===== config.mk =====
export PLATFORM = sky130hd
export DESIGN_NAME = rand_num_scheduler
export DESIGN_NICKNAME = d
export VERILOG_FILES = /design/src/rtl/rand_num_scheduler.sv
export SDC_FILE = /design/constraint.sdc
export NUM_CORES = 1
export LEC_CHECK = 0
export ABC_AREA = 0
export ABC_CLOCK_PERIOD_IN_PS = 1200
export CORE_ASPECT_RATIO = 0.9
export CORE_MARGIN = 2
export CORE_UTILIZATION = 42
export CTS_CLUSTER_SIZE = 16
export DETAILED_ROUTE_END_ITERATION = 12
export PLACE_DENSITY = 0.74
export SYNTH_ARGS = -nofsm -noshare
export SYNTH_HDL_FRONTEND = slang
export SYNTH_SLANG_ARGS = --single-unit

===== constraint.sdc =====
create_clock -name clk -period 1.2 [get_ports clk]
set_input_delay 0.24 -clock clk [delete_from_list [all_inputs] [get_ports clk]]
set_output_delay 0.24 -clock clk [all_outputs]
set_load 0.02 [all_outputs]

===== src/rtl/rand_num_scheduler.sv =====
// rand_num_scheduler: one Fibonacci LFSR shared round-robin among R requesters,
// free-running on tick between grants, with seed loading.
module rand_num_scheduler #(
    parameter int              WIDTH = 4,
    parameter logic [WIDTH-1:0] TAPS  = 4'b1001,
    parameter logic [WIDTH-1:0] SEED  = 4'b0001,
    parameter int              R     = 4,
    parameter int              RW    = $clog2(R)
) (
    input  logic             clk,
    input  logic             reset,
    input  logic             tick,
    input  logic             seed_load,
    input  logic [WIDTH-1:0] seed_in,
    input  logic [R-1:0]     req,
    output logic [R-1:0]     gnt,
    output logic             rnd_valid,
    output logic [WIDTH-1:0] rnd_data,
    output logic [WIDTH-1:0] q,
    output logic             busy
);
    typedef enum logic [1:0] {IDLE, STEP, RESP} state_t;

    state_t           state_q, state_d;
    logic [WIDTH-1:0] lfsr_q, lfsr_d, lfsr_nxt;
    logic [R-1:0]     gnt_q, gnt_d;
    logic             rnd_valid_q, rnd_valid_d;
    logic [WIDTH-1:0] rnd_data_q, rnd_data_d;
    logic [RW-1:0]    ptr_q, ptr_d, win_q, win_d, pick, idx;

    assign lfsr_nxt = {^(lfsr_q & TAPS), lfsr_q[WIDTH-1:1]};

    // Descending scan so the requester closest after ptr is assigned last and wins
    always_comb begin
        pick = ptr_q;
        idx  = '0;
        for (int k = R; k >= 1; k--) begin
            idx = RW'((32'(ptr_q) + 32'(k)) % R);
            if (req[idx]) pick = idx;
        end
    end

    always_comb begin
        state_d     = state_q;
        lfsr_d      = lfsr_q;
        gnt_d       = gnt_q;
        rnd_valid_d = 1'b0;
        rnd_data_d  = rnd_data_q;
        ptr_d       = ptr_q;
        win_d       = win_q;
        case (state_q)
            IDLE: begin
                if (seed_load) begin
                    lfsr_d = (seed_in == '0) ? WIDTH'(1) : seed_in;
                end else if (|req) begin
                    win_d   = pick;
                    gnt_d   = R'(1) << pick;
                    state_d = STEP;
                end else if (tick) begin
                    lfsr_d = lfsr_nxt;
                end
            end
            STEP: begin
                lfsr_d      = lfsr_nxt;
                rnd_valid_d = 1'b1;
                rnd_data_d  = lfsr_nxt;
                state_d     = RESP;
            end
            RESP: begin
                ptr_d   = win_q;
                gnt_d   = '0;
                state_d = IDLE;
            end
            default: state_d = IDLE;
        endcase
    end

    always_ff @(posedge clk) begin
        if (reset) begin
            state_q     <= IDLE;
            lfsr_q      <= SEED;
            gnt_q       <= '0;
            rnd_valid_q <= 1'b0;
            rnd_data_q  <= '0;
            ptr_q       <= RW'(R - 1);
            win_q       <= '0;
        end else begin
            state_q     <= state_d;
            lfsr_q      <= lfsr_d;
            gnt_q       <= gnt_d;
            rnd_valid_q <= rnd_valid_d;
            rnd_data_q  <= rnd_data_d;
            ptr_q       <= ptr_d;
            win_q       <= win_d;
        end
    end

    assign gnt       = gnt_q;
    assign rnd_valid = rnd_valid_q;
    assign rnd_data  = rnd_data_q;
    assign q         = lfsr_q;
    assign busy      = (state_q != IDLE);
endmodule

==> results.json, run 1 <==
{
  "outcome": "finished, violations left",
  "violations": "setup timing",
  "start_util_pct": 43.98,
  "hold_slack_ps": 481.9,
  "ys_seq_area_share_pct": 40.00,
  "min_to": "gnt[1]",
  "layout_common_cells": "dfxtp_1, buf_4, nor2_1",
  "fin_crit_ps": 1354,
  "pin_count": 26,
  "vias": 980,
  "routed_wirelength_um": 2964,
  "min_period_over_period_pct": 112.8,
  "synth_area_um2": 950.9,
  "layout_commonest_cell": "dfxtp_1",
  "wl_per_cell_um": 17.03,
  "synth-seq-cells": 19,
  "place.gp.congestion": 0.8133,
  "clock_latency_ps": 300,
  "diodes": 0,
  "slowest_stage": "dfxtp_4",
  "hold_start": "gnt[1]",
  "crit_chain": "nand2b_4, o21ai_2, a221o_1, a32o_2",
  "crit_family": "compound AO/OA/AOI/OAI gates",
  "crit_arrival_ps": 1550,
  "setup_tns_ps": -843.5,
  "hold_viol": 0,
  "avgViaCountPerCell": 5.632,
  "clock_skew_ps": 11.83,
  "setup_ws_ps": -154.0,
  "seqCellArea_um2": 386.6,
  "die_h_um": 49.14,
  "r2r-end": "gnt[1]",
  "cp_num_buf_inv": 0,
  "drive_above_1_share_pct": 55.10,
  "dr.pass1.iters": 4,
  "die_area_um2": 2661,
  "nets": 160,
  "required_ps": 1390,
  "clkTransAtPathRegs_ps": 100,
  "reg2reg_from": "ptr_q[0]",
  "crit_type": "flop to flop",
  "clock-root-buffer": "clkbuf_4",
  "clkSinkCount": 19,
  "grt_pass1_wl_um": 4160,
  "worst_pin_slew_ps": 500.8,
  "globalRouteTotalUtil_pct": 21.45,
  "p_total_mw": 1.528,
  "clockBufferDepth": 2,
  "hold_class": "flop to flop",
  "grt_max_degree": 11,
  "grt_setup_unrepaired": "true",
  "postCtsHoldBufs": 0,
  "power_density_nw_per_um2": 992.6,
  "area_growth_pct": 61.84,
  "drc": 0,
  "crit_path_start_kind": "flop",
  "synth-async-reset-ratio_pct": 0,
  "core_area_um2": 2162,
  "ys.flop_type": "dfxtp_1",
  "cp_max_fo": 3,
  "hpwl_um": 1821,
  "rrSetupSlack_ps": -150,
  "setup_viol": 11,
  "max_freq_mhz": 738.6,
  "relSlewSlack_pct": 66.37,
  "end_kind": "flop",
  "die_w_um": 54.16,
  "synth_top_area_share_pct": 40.00,
  "maxCapViolCount": 0,
  "synth_top_cell_by_area": "dfxtp_1",
  "place_ws_ps": -701.1,
  "critPathLaunch": "ptr_q[0]",
  "grt_pass1_vias": 930,
  "cts_tree": "done",
  "htreeDepth": 1,
  "hold-path-cell-count": 1,
  "peakVddDrop_v": 0.0008596,
  "leakagePower_nw": 0.6805,
  "slowest_delay_ps": 390,
  "slew_viol_final": 0,
  "multi_input_area_um2": 680.7,
  "num_rows": 16,
  "syn_nets": 113,
  "yosysUniqueCellTypes": 40,
  "reg2reg_depth": 4,
  "portBuffers": 25,
  "netlist_instances": 101,
  "avgSynthCellArea_um2": 9.415,
  "ys_warn_count": 0,
  "numCtsBuffers": 3,
  "antenna_found_initial": 0,
  "dr.first_iter.drc_count": 27,
  "overflow": 0,
  "synth_area_leaders": "dfxtp_1, a21oi_1, a32o_2",
  "drt.antenna.violating_nets": 0,
  "synth_edf_count": 0,
  "fillerInstances": 156
}
[cells in the mapped netlist, drive strengths merged, types with 3 or more instances]
cell,instances
dfxtp,19
nor2,14
a21oi,9
buf,5
o21ai,5
a32o,4
nand2,4
nand2b,4
nor2b,4
mux2i,3
nor3,3
[worst reg2reg max path, stage by stage (launching register included)]
cell and delay [ps]:
dfxtp_4 390, nand2b_4 140, o21ai_2 90, a221o_1 370
a32o_2 250
[final cells by class]
type / count / share of cell area (%)
multi-input cells: 73 / 44.23
repair buffers: 49 / 26.26
flip-flops and latches: 19 / 25.12
well taps: 27 / 2.195
clock buffers: 4 / 1.707
inverters: 2 / 0.4878
[worst max path at each step]
stage | end | cells after the start
global route | gnt[0] | 5
global placement | gnt[0] | 5
finish | gnt[1] | 4
floorplan | gnt[2] | 4
detailed placement | gnt[0] | 5
CTS | busy | 2
[what timing repair did]
| item | CTS | global route |
|---|---|---|
| setup buffers | 2 | 3 |
| pin swaps | 10 | 14 |
| gates resized for setup | 76 | 39 |
| setup endpoints to repair | 29 | 26 |
[power by group]
part	total (mW)	switching, mW	leakage [nW]	internal [mW]
registers	0.696	0.0245	0.156	0.671
clock network	0.315	0.185	0.0150	0.130
logic	0.517	0.269	0.509	0.249
[through the flow]
stage                     util [%]  cells  instance area, um^2
final                        71.18    174                 1539
after global routing         71.18    174                 1539
after CTS                    67.77    171                 1465
after detailed placement     61.28    166                 1325
after global placement       61.28    166                 1325
after floorplan                  -    101                950.9
[flip-flops by register name (all words and copies together), names as in the netlist]
name and cells:
gnt 4, q 4, rnd_data 4, ptr_q 2
state_q 2, win_q 2, rnd_valid 1
[logic make-up after synthesis]
| kind of cell | Yosys count | share of synthesized area (%) |
|---|---|---|
| muxes | 3 | 3.158 |
| AOI/OAI and AO/OA | 32 | 25.66 |
| and+or+nand+nor | 38 | 22.76 |
| buffers and inverters | 9 | 8.420 |
| DFF | 19 | 40.00 |
[layer usage]
layer | global-route usage (%) | part of all wire (%) | up-vias
met5 | 0 | 0 | -
met4 | 7.500 | 2.9 | 0
met3 | 5.828 | 4.4 | 8
met2 | 35.14 | 48 | 33
met1 | 26.30 | 45 | 475
li1 | - | - | 464
Power figures use the tool's default switching activity.
==> inputs of run 2 (changes only) <==
--- a/config.mk
+++ b/config.mk
@@ -13,6 +13,7 @@
 export CTS_CLUSTER_SIZE = 16
 export DETAILED_ROUTE_END_ITERATION = 12
 export PLACE_DENSITY = 0.74
+export SETUP_SLACK_MARGIN = 0.15
 export SYNTH_ARGS = -nofsm -noshare
 export SYNTH_HDL_FRONTEND = slang
 export SYNTH_SLANG_ARGS = --single-unit
==> run 2 against run 1 <==
The run still ends with setup timing left. Clock skew is 7.3 ps lower. Global-route usage increased by 1.2 points. Critical path depth grew 3. Utilization grew 4.2 points. Sequential power grew 2%. Setup slack lost 2.0 ps. Non-clock buffer count is 8 higher. Critical path type is now input pin to flop. Largest power group unchanged. Highest routed layer unchanged.
==> results.json, run 2 (same netlist as run 1, synthesis figures left out) <==
{
  "outcome": "finished, violations left",
  "violations": "setup timing",
  "die_area_um2": 2661,
  "overflow": 0,
  "die_h_um": 49.14,
  "reg2reg_from": "ptr_q[0]",
  "avgViaCountPerCell": 5.634,
  "maxCapViolCount": 0,
  "layout_common_cells": "buf_4, buf_6, dfxtp_2",
  "power.internal_mw": 1.082,
  "start_util_pct": 43.98,
  "pin_count": 26,
  "rrSetupSlack_ps": -110,
  "die_w_um": 54.16,
  "clock_skew_ps": 4.495,
  "fin_area_um2": 1629,
  "core_area_um2": 2162,
  "utilization_pct": 75.35,
  "grt_max_degree": 11,
  "leakagePower_nw": 0.7265,
  "setup_tns_ps": -1330,
  "place.gp.congestion": 0.8413,
  "clock_latency_ps": 300,
  "slew_viol_final": 0,
  "clockBufferDepth": 2,
  "grt_pass1_wl_um": 4291,
  "min_period_over_period_pct": 113.0,
  "grt_setup_unrepaired": "true",
  "fillerInstances": 135,
  "antenna_found_initial": 0,
  "crit_type": "input pin to flop",
  "vias": 1031,
  "reg2reg_depth": 4,
  "cp-endpoint": "q[0]",
  "globalRouteTotalUtil_pct": 22.65,
  "p_sw_mw": 0.4961,
  "seqCellArea_um2": 401.6,
  "place_area_um2": 1346,
  "power.share.sequential_pct": 44.9,
  "p_comb_share_pct": 33.7,
  "setup_viol": 11,
  "relSlewSlack_pct": 73.17,
  "hold_class": "flop to flop",
  "nets": 169,
  "peakVddDrop_v": 0.0008535,
  "dr.first_iter.drc_count": 37,
  "drt.antenna.violating_nets": 0,
  "clock_power_share_pct": 21.4,
  "area_growth_pct": 71.32,
  "wl_per_cell_um": 17.45,
  "multi_input_area_um2": 636.9,
  "diodes": 0,
  "num_rows": 16,
  "power_density_nw_per_um2": 968.5,
  "clock-root-buffer": "clkbuf_4",
  "routed_wirelength_um": 3194,
  "r2r-end": "gnt[3]",
  "portBuffers": 25,
  "setup_ws_ps": -156.0,
  "dr.pass1.iters": 4,
  "end_kind": "flop",
  "clkTransAtPathRegs_ps": 110,
  "grt_pass1_vias": 935,
  "htreeDepth": 1,
  "hpwl_um": 1795,
  "required_ps": 1400,
  "cts_tree": "done",
  "layout_commonest_cell": "buf_4",
  "worst_pin_slew_ps": 399.5,
  "clkSinkCount": 19,
  "p_sw_share_pct": 31.44,
  "max_freq_mhz": 737.5,
  "crit_path_start_kind": "input pin",
  "hold_viol": 0,
  "fin_crit_ps": 1356,
  "postCtsHoldBufs": 0,
  "numCtsBuffers": 3,
  "crit_arrival_ps": 1550,
  "drc": 0,
  "critPathLaunch": "req[3]",
  "drive_above_1_share_pct": 58.33,
  "cp_max_fo": 3
}
[run 2: area by class of cell]
type                    instances  share of cell area [%]
multi-input cells              74                   39.09
repair buffers                 57                   32.10
flip-flops and latches         19                   24.65
well taps                      27                   2.074
clock buffers                   4                   1.613
inverters                       2                  0.4608
[run 2: per-layer routing]
metal  up-vias  GRT usage, %  wire length, um
met1       484         30.83             1292
met3        10         5.215              264
met4         0         6.250               87
li1        482             -                -
met5         -             0                0
met2        55         35.34             1549
[run 2: worst min-delay path by stage]
stage	startpoint	to	slack, ps	depth (start not counted)
2_1_floorplan	seed_in[1]	q[1]	410	2
3_3_place_gp	win_q[0]	ptr_q[0]	450	1
3_5_place_dp	win_q[0]	ptr_q[0]	460	1
4_1_cts	win_q[1]	win_q[1]	480	2
5_1_grt	win_q[1]	win_q[1]	500	2
6_report	win_q[1]	win_q[1]	490	2
[run 2: worst max-delay path, stage by stage]
cell	delay, ps
dlygate4sd2_1	260
buf_4	170
nor4_4	410
buf_4	190
a2bb2oi_2	60
a21oi_1	130
o31ai_1	80
[run 2: repair_timing]
action / CTS / global route
pin swaps: 11 / 12
hold endpoints to repair: 0 / 0
endpoints found under the setup margin: 31 / 32
buffers inserted: 4 / 8
gates cloned: 1 / 0
resized for setup: 98 / 30
[run 2: stage by stage]
| stage | power (mW) | hold WS (ps) | instances | setup slack [ps] |
|---|---|---|---|---|
| global placement | 1.117 | 448.2 | 166 | -589.7 |
| floorplan | 0.9496 | 409.2 | 101 | -102.3 |
| finish | 1.578 | 487.4 | 183 | -156.0 |
| detailed placement | 1.127 | 457.7 | 166 | -631.8 |
| global route | 1.650 | 502.5 | 183 | -176.0 |
| CTS | 1.490 | 480.5 | 175 | -126.0 |
[run 2: power by group through the flow]
stage | Combinational (mW) | Clock, mW | Sequential, mW
floorplan | 0.209 | 0 | 0.740
global placement | 0.410 | 0 | 0.707
detailed placement | 0.418 | 0 | 0.709
CTS | 0.451 | 0.341 | 0.698
global route | 0.564 | 0.374 | 0.712
finish | 0.532 | 0.337 | 0.708
